File: src/rtl/switch_enc_pkg.sv
// Shared types and the priority-encode helper for the switch encoder.
// Imported by sw_debounce and switch_priority_encoder.
package switch_enc_pkg;

   localparam int SW_W   = 16;
   localparam int CODE_W = 4;

   typedef logic [SW_W-1:0]   sw_vec_t;
   typedef logic [CODE_W-1:0] code_t;

   typedef struct packed {
      logic  valid;
      code_t code;
   } enc_evt_t;

   // Highest set index wins because later iterations overwrite earlier ones.
   function automatic code_t prio_enc(input sw_vec_t v);
      code_t c;
      c = '0;
      for (int i = 0; i < SW_W; i++) begin
         if (v[i]) c = code_t'(i);
      end
      return c;
   endfunction

endpackage

File: src/rtl/sw_debounce.sv
// Two-flop synchronizer plus per-vector debounce counter; stable only follows
// the synchronized input after DEBOUNCE_CYCLES unchanged cycles.
module sw_debounce
   import switch_enc_pkg::*;
#(
   parameter int DATA_W          = SW_W,
   parameter int DEBOUNCE_CYCLES = 100000
) (
   input  logic              clk,
   input  logic              n_rst,
   input  logic [DATA_W-1:0] sw,
   output logic [DATA_W-1:0] stable
);

   localparam int CNT_W = $clog2(DEBOUNCE_CYCLES + 1);
   localparam logic [CNT_W-1:0] CNT_LAST = CNT_W'(DEBOUNCE_CYCLES - 1);

   logic [DATA_W-1:0] sync_p0;
   logic [DATA_W-1:0] sync_p1;
   logic [DATA_W-1:0] sync_p2;
   logic [CNT_W-1:0]  cnt;

   always_ff @(posedge clk or negedge n_rst) begin
      if (!n_rst) begin
         sync_p0 <= '0;
         sync_p1 <= '0;
         sync_p2 <= '0;
         stable  <= '0;
         cnt     <= '0;
      end else begin
         sync_p0 <= sw;
         sync_p1 <= sync_p0;
         sync_p2 <= sync_p1;
         // sync_p2 is last cycle's synchronized value: any movement restarts the window.
         if ((sync_p1 != sync_p2) || (sync_p1 == stable)) begin
            cnt <= '0;
         end else if (cnt == CNT_LAST) begin
            stable <= sync_p1;
            cnt    <= '0;
         end else begin
            cnt <= cnt + 1'b1;
         end
      end
   end

endmodule

File: src/rtl/switch_priority_encoder.sv
// Debounced 16-switch priority encoder with a one-entry change-event buffer.
// Optional macro SWITCH_ENC_MULTI_DETECT_EN enables the registered multi flag.
module switch_priority_encoder
   import switch_enc_pkg::*;
#(
   parameter int DEBOUNCE_CYCLES = 100000
) (
   input  logic              clk,
   input  logic              n_rst,
   input  logic [SW_W-1:0]   SW,
   input  logic              en,
   output logic [CODE_W-1:0] code,
   output logic              valid,
   output logic              multi,
   output logic              evt_valid,
   output logic [CODE_W:0]   evt_code,
   input  logic              evt_ready,
   output logic              evt_overrun
);

   sw_vec_t  stable;
   enc_evt_t enc_nxt;
   enc_evt_t enc_p0;
   enc_evt_t evt_p0;
   logic     chg;

   sw_debounce #(
      .DATA_W          (SW_W),
      .DEBOUNCE_CYCLES (DEBOUNCE_CYCLES)
   ) u_debounce (
      .clk    (clk),
      .n_rst  (n_rst),
      .sw     (SW),
      .stable (stable)
   );

   always_comb begin
      enc_nxt = '0;
      if (en) begin
         enc_nxt.valid = (stable != '0);
         enc_nxt.code  = prio_enc(stable);
      end
   end

   assign chg = (enc_nxt != enc_p0);

   // Encoder register and event buffer share one edge so evt_code tracks code.
   always_ff @(posedge clk or negedge n_rst) begin
      if (!n_rst) begin
         enc_p0      <= '0;
         evt_p0      <= '0;
         evt_valid   <= 1'b0;
         evt_overrun <= 1'b0;
      end else begin
         enc_p0 <= enc_nxt;
         if (chg) begin
            evt_p0    <= enc_nxt;
            evt_valid <= 1'b1;
            if (evt_valid && !evt_ready) evt_overrun <= 1'b1;
         end else if (evt_valid && evt_ready) begin
            evt_valid <= 1'b0;
         end
      end
   end

   assign code     = enc_p0.code;
   assign valid    = enc_p0.valid;
   assign evt_code = evt_p0;

`ifdef SWITCH_ENC_MULTI_DETECT_EN
   function automatic logic many_set(input sw_vec_t v);
      int n;
      n = 0;
      for (int i = 0; i < SW_W; i++) begin
         if (v[i]) n++;
      end
      return (n > 1);
   endfunction

   logic multi_p0;

   always_ff @(posedge clk or negedge n_rst) begin
      if (!n_rst) multi_p0 <= 1'b0;
      else        multi_p0 <= en && many_set(stable);
   end

   assign multi = multi_p0;
`else
   assign multi = 1'b0;
`endif

endmodule

File: config.mk
export PLATFORM = sky130hd
export DESIGN_NAME = switch_priority_encoder
export DESIGN_NICKNAME = d
export VERILOG_FILES = /design/src/rtl/switch_enc_pkg.sv /design/src/rtl/sw_debounce.sv /design/src/rtl/switch_priority_encoder.sv
export SDC_FILE = /design/constraint.sdc
export NUM_CORES = 1
export LEC_CHECK = 0
export CORE_MARGIN = 2
export CORE_UTILIZATION = 61
export DETAILED_ROUTE_END_ITERATION = 16
export PLACE_DENSITY = 0.84
export SLEW_MARGIN = 25
export SYNTH_ARGS = -nofsm -noshare
export SYNTH_HDL_FRONTEND = slang
export SYNTH_HIERARCHICAL = 1
export SYNTH_SLANG_ARGS = --single-unit
export TNS_END_PERCENT = 10
File: constraint.sdc
create_clock -name clk -period 5.7 [get_ports clk]
set_clock_uncertainty 0.15 [all_clocks]
set_input_delay 1.71 -clock clk [delete_from_list [all_inputs] [get_ports clk]]
set_output_delay 1.71 -clock clk [all_outputs]
set_load 0.01 [all_outputs]
# Word-level counts from Yosys, hierarchy flattened
# Cells that the tools add are included.
# word_totals
ff_bits,93
input_bits,20
output_inout_bits,13
elab_cells,45
# op_classes
n_addsub,1
eq_ne,4
muxes,20
bitwise,1
reduce_logical,8
# op_table
cell,n
$mux 4,14
$mux 17,2
$add 17x1->17 const B,1
$eq 17x17->1 const B,1
$eq 16x16->1,1
$ne 16x16->1,1
$reduce_bool 16->1,1
$mux 5,1
$ne 5x5->1,1
$reduce_and 2->1,2
$mux 1,3
$logic_and 1x1->1,2
$reduce_bool 2->1,1
$logic_not 1->1,1
$logic_or 1x1->1,1
$not 1->1,1

# Longest topological paths before layout
# depth
depth_word,18
depth_mapped,7
depth_no_buf,6

# By module
# Netlist, hierarchy kept.
# modules_own_cells
module,instances,cells_each,area_each_um2,seq_area_each_um2
sw_debounce,1,207,3014.1,2026.9
switch_priority_encoder,1,89,897.1,300.3

# Worst setup path after synthesis
# OpenSTA, ideal clock, no wires.
# synth_timing
path_type,in2reg
from,input port en
to,"register evt_p0, in the netlist evt_code[2]"
setup_time_ps,125
t_arrival_ps,3297
required_time_ps,5425
slack_ps,2128
stages,6
n_path_buf,1
cell_sequence,buf_6 or3b_2 a2111oi_1 nor4_4 nand3_4 mux2_4
# synth_via
elab_chain_len,2
# synth_lines
item,line,rtl
from (decl),switch_priority_encoder.sv:11,"input logic en,"
$mux 5 (*),switch_priority_encoder.sv:39,if (en) begin
$ne 5x5->1,switch_priority_encoder.sv:45,assign chg = (enc_nxt != enc_p0);
to (signal assigned),switch_priority_encoder.sv:57,evt_p0 <= enc_nxt;
to (decl),switch_priority_encoder.sv:24,enc_evt_t evt_p0;
# Every way passes the cells marked *; elsewhere a longest branch is shown, timed or not.
# A chain may end at the register's enable or synchronous reset.

# Worst setup path after layout
# Ends and elaborated chain as after synthesis.

==> results.sh <==
export IMPL_status="complete, no violations"
export IMPL_p_per_area_nw_per_um2=273.9
export IMPL_area_growth_synth_to_final_pct=15.55
export IMPL_async_flop_share_pct=100.0
export IMPL_die_w_um=84.08
export IMPL_clk_pin_slew_ns=0.09
export IMPL_tns_ns=0
export IMPL_place_congestion=0.7931
export IMPL_antenna_found_initial=0
export IMPL_ys_types=56
export IMPL_r2r_slack_ns=2.99
export IMPL_drt_total_wl_um=6699
export IMPL_yosysWarnings=6
export IMPL_setup_viol=0
export IMPL_final_nets=356
export IMPL_syn_nets=317
export IMPL_p_leak_nw=2.032
export IMPL_route_vias_total=2358
export IMPL_synthTopCellsByArea="dfrtp_1 60%, xnor2_1 5.4%, xor2_1 5.4%"
export IMPL_crit_family="simple AND/OR/NAND/NOR gates"
export IMPL_rr_startpoint="u_debounce/stable[14]$_DFFE_PN0P_"
export IMPL_hold_path_depth=0
export IMPL_sw_frac_of_total_pct=22.00
export IMPL_worst_setup_path_start_kind="input port"
export IMPL_die_area_um2=7069
export IMPL_netSwitchingPower_mw=0.2723
export IMPL_clkPwrFrac_pct=40.2
export IMPL_min_to="u_debounce/sync_p1[7]$_DFF_PN0_"
export IMPL_finalCriticalPeriod_ns=3.868
export IMPL_internal_power_mw=0.9653
export IMPL_cts_resized=0
export IMPL_num_antenna_cells=0
export IMPL_critPathSlowestCell="clkdlybuf4s50_1"
export IMPL_path_buf_inv=1
export IMPL_holdBufCountCts=0
export IMPL_coreArea_um2=6277
export IMPL_seq_power_share_pct=55.8
export IMPL_hpwl_um=4705
export IMPL_cp_cell_sequence="clkdlybuf4s50_1, or3b_2, a2111oi_1, nor4_4, nand3_4, mux2_4"
export IMPL_cts_setup_buffers=0
export IMPL_initial_core_util_pct=62.31
export IMPL_worst_pin_slew_ns=0.6848
export IMPL_io_pins=33
export IMPL_hold_violations=0
export IMPL_io_buffers=31
export IMPL_critPathMaxFanout=10
export IMPL_syn_area_per_cell_um2=13.21
export IMPL_drv_slew=0
export IMPL_die_height_um=84.08
export IMPL_utilization_pct=72.00
export IMPL_grt_pass1_vias=2425
export IMPL_synth_edf_count=0
export IMPL_syn_inst=296
export IMPL_hold_worst_slack_ns=0.2039
export IMPL_grt_usage_pct=20.93
export IMPL_rsz0062_at_grt="no"
export IMPL_ir_drop_mv=0.2270
export IMPL_drive_gt1_share_pct=17.35
export IMPL_r2r_end="evt_code[0]$_DFFE_PN0P_"
export IMPL_power_frac_comb_pct=4.0
export IMPL_total_power_mw=1.238
export IMPL_holdCritPathClass="flip-flop to flip-flop"
export IMPL_cts_tree="built"
export IMPL_fmax_mhz=258.5
export IMPL_synthesis_area_um2=3911
export IMPL_required_ns=5.81
export IMPL_drv_cap=0
export IMPL_clk_path_buf_depth=2
export IMPL_synth_top_area_share_pct=59.50
export IMPL_slowest_delay_ns=0.68
export IMPL_drc=0
export IMPL_dr_pass1_iters=5
export IMPL_row_count=29
export IMPL_worst_setup_path_end_kind="flip-flop"
export IMPL_avgViaCountPerCell=5.655
export IMPL_synth_top_cell_by_area="dfrtp_1"
export IMPL_grt_pass1_wl_um=11430
export IMPL_hold_start="u_debounce/sync_p0[7]$_DFF_PN0_"
export IMPL_grt_max_degree=57
export IMPL_ant_nets=0
export IMPL_numCtsBuffers=9
export IMPL_grt_overflow=0
export IMPL_path_class="input port to flip-flop"
export IMPL_wl_per_cell_um=16.06
export IMPL_rr_worst_depth=6
export IMPL_worstPathArrival_ns=3.97
export IMPL_ys_seq_area_share_pct=59.50
export IMPL_synth_main_ff_cell="dfrtp_1"
export IMPL_root_buffer="clkbuf_8"
export IMPL_fin_crit_sh_pct=67.86
export IMPL_maxSlewHeadroom_pct=54.35
export IMPL_insertion_delay_ns=0.37
export IMPL_ys_ff_latch=93
export IMPL_cts_sinks=93
export IMPL_h_tree_depth=3
export IMPL_drt_iter0_markers=170
[cell usage in the layout (no fill, tap or decap), types with 2 or more instances in the layout]
cell | Yosys | routed
o21ai_0 | 3 | 3
xor2_1 | 24 | 24
nand2_1 | 7 | 7
buf_4 | 1 | 2
nand3_4 | 2 | 2
nor2_1 | 26 | 26
nand4_1 | 11 | 11
or4_1 | 2 | 2
xnor2_1 | 24 | 24
a21oi_1 | 2 | 2
mux2_2 | 6 | 6
nand2b_1 | 2 | 2
or4_4 | 3 | 3
clkbuf_8 | 0 | 10
nor3_1 | 7 | 7
mux2_4 | 12 | 12
and3_1 | 2 | 2
nand3_1 | 8 | 8
nor4_1 | 7 | 7
bufinv_16 | 0 | 2
or2_2 | 3 | 3
a31o_1 | 2 | 2
clkdlybuf4s50_1 | 0 | 30
dfrtp_1 | 93 | 93
nor2b_1 | 2 | 2
nand3b_1 | 2 | 2
nor4_4 | 2 | 2
a31oi_1 | 2 | 2
inv_1 | 10 | 10
[power by group through the flow]
stage / combinational [mW] / clock, mW / sequential [mW]
CTS: 0.0505 / 0.509 / 0.691
detailed placement: 0.0501 / 0 / 0.704
finish: 0.0491 / 0.498 / 0.690
floorplan: 0.0203 / 0 / 0.700
global route: 0.0549 / 0.534 / 0.693
global placement: 0.0483 / 0 / 0.702
[per-layer routing]
layer	track usage [%]	share of wire, %	wire [um]	up-vias
li1	-	-	-	1111
met5	0	0	0	-
met4	11.29	2.9	193	0
met3	4.550	3.3	223	18
met1	26.71	43	2904	1184
met2	33.48	50	3378	45
[final cells by class]
cell class / instances / area, um^2
inverters: 10 / 37.54
repair buffers: 32 / 315.3
flip-flops and latches: 93 / 2327
clock inverters: 6 / 93.84
clock buffers: 10 / 137.6
multi-input cells: 189 / 1511
fillers: 418 / 1758
well taps: 77 / 96.34
[cell usage after synthesis, drive strengths merged (4+ instances only)]
cell type   n
dfrtp      93
nor2       27
xnor2      24
xor2       24
mux2       18
nand4      11
inv        10
nand3      10
nor4        9
nor3        8
nand2       7
or4         5
buf         4
[worst max path at each step]
stage | from | cells after the start | slack, ns | to
final | en | 6 | 1.83 | evt_code[2]$_DFFE_PN0P_
after global routing | en | 6 | 1.73 | evt_code[2]$_DFFE_PN0P_
after CTS | en | 6 | 1.84 | evt_code[2]$_DFFE_PN0P_
after detailed placement | en | 6 | 1.45 | evt_code[2]$_DFFE_PN0P_
after global placement | en | 6 | 1.49 | evt_code[3]$_DFFE_PN0P_
after floorplan | en | 6 | 2.13 | evt_code[2]$_DFFE_PN0P_
[logic make-up after synthesis]
logic type,share of synthesized area [%]
simple gates,15.52
mux,6.590
flops,59.50
other cells,0.09588
buf+inv,1.855
xor+xnor,10.75
compound gates,5.374
fa+ha+maj,0.3198
[registers in the layout, summed over array words and instances, names as in the netlist]
| register | cells |
|---|---|
| u_debounce/cnt | 17 |
| u_debounce/stable | 16 |
| u_debounce/sync_p0 | 16 |
| u_debounce/sync_p1 | 16 |
| u_debounce/sync_p2 | 16 |
| evt_code | 5 |
| code | 4 |
| evt_overrun | 1 |
| evt_valid | 1 |
| valid | 1 |
[stage by stage]
step,area (um^2),instances,worst slack [ns]
4_1_cts,4519,417,1.837
5_1_grt,4519,417,1.728
2_1_floorplan,3911,296,2.128
6_report,4519,417,1.832
3_3_place_gp,4288,401,1.487
3_5_place_dp,4288,401,1.446
No activity file was read; power rests on OpenSTA's default activity.
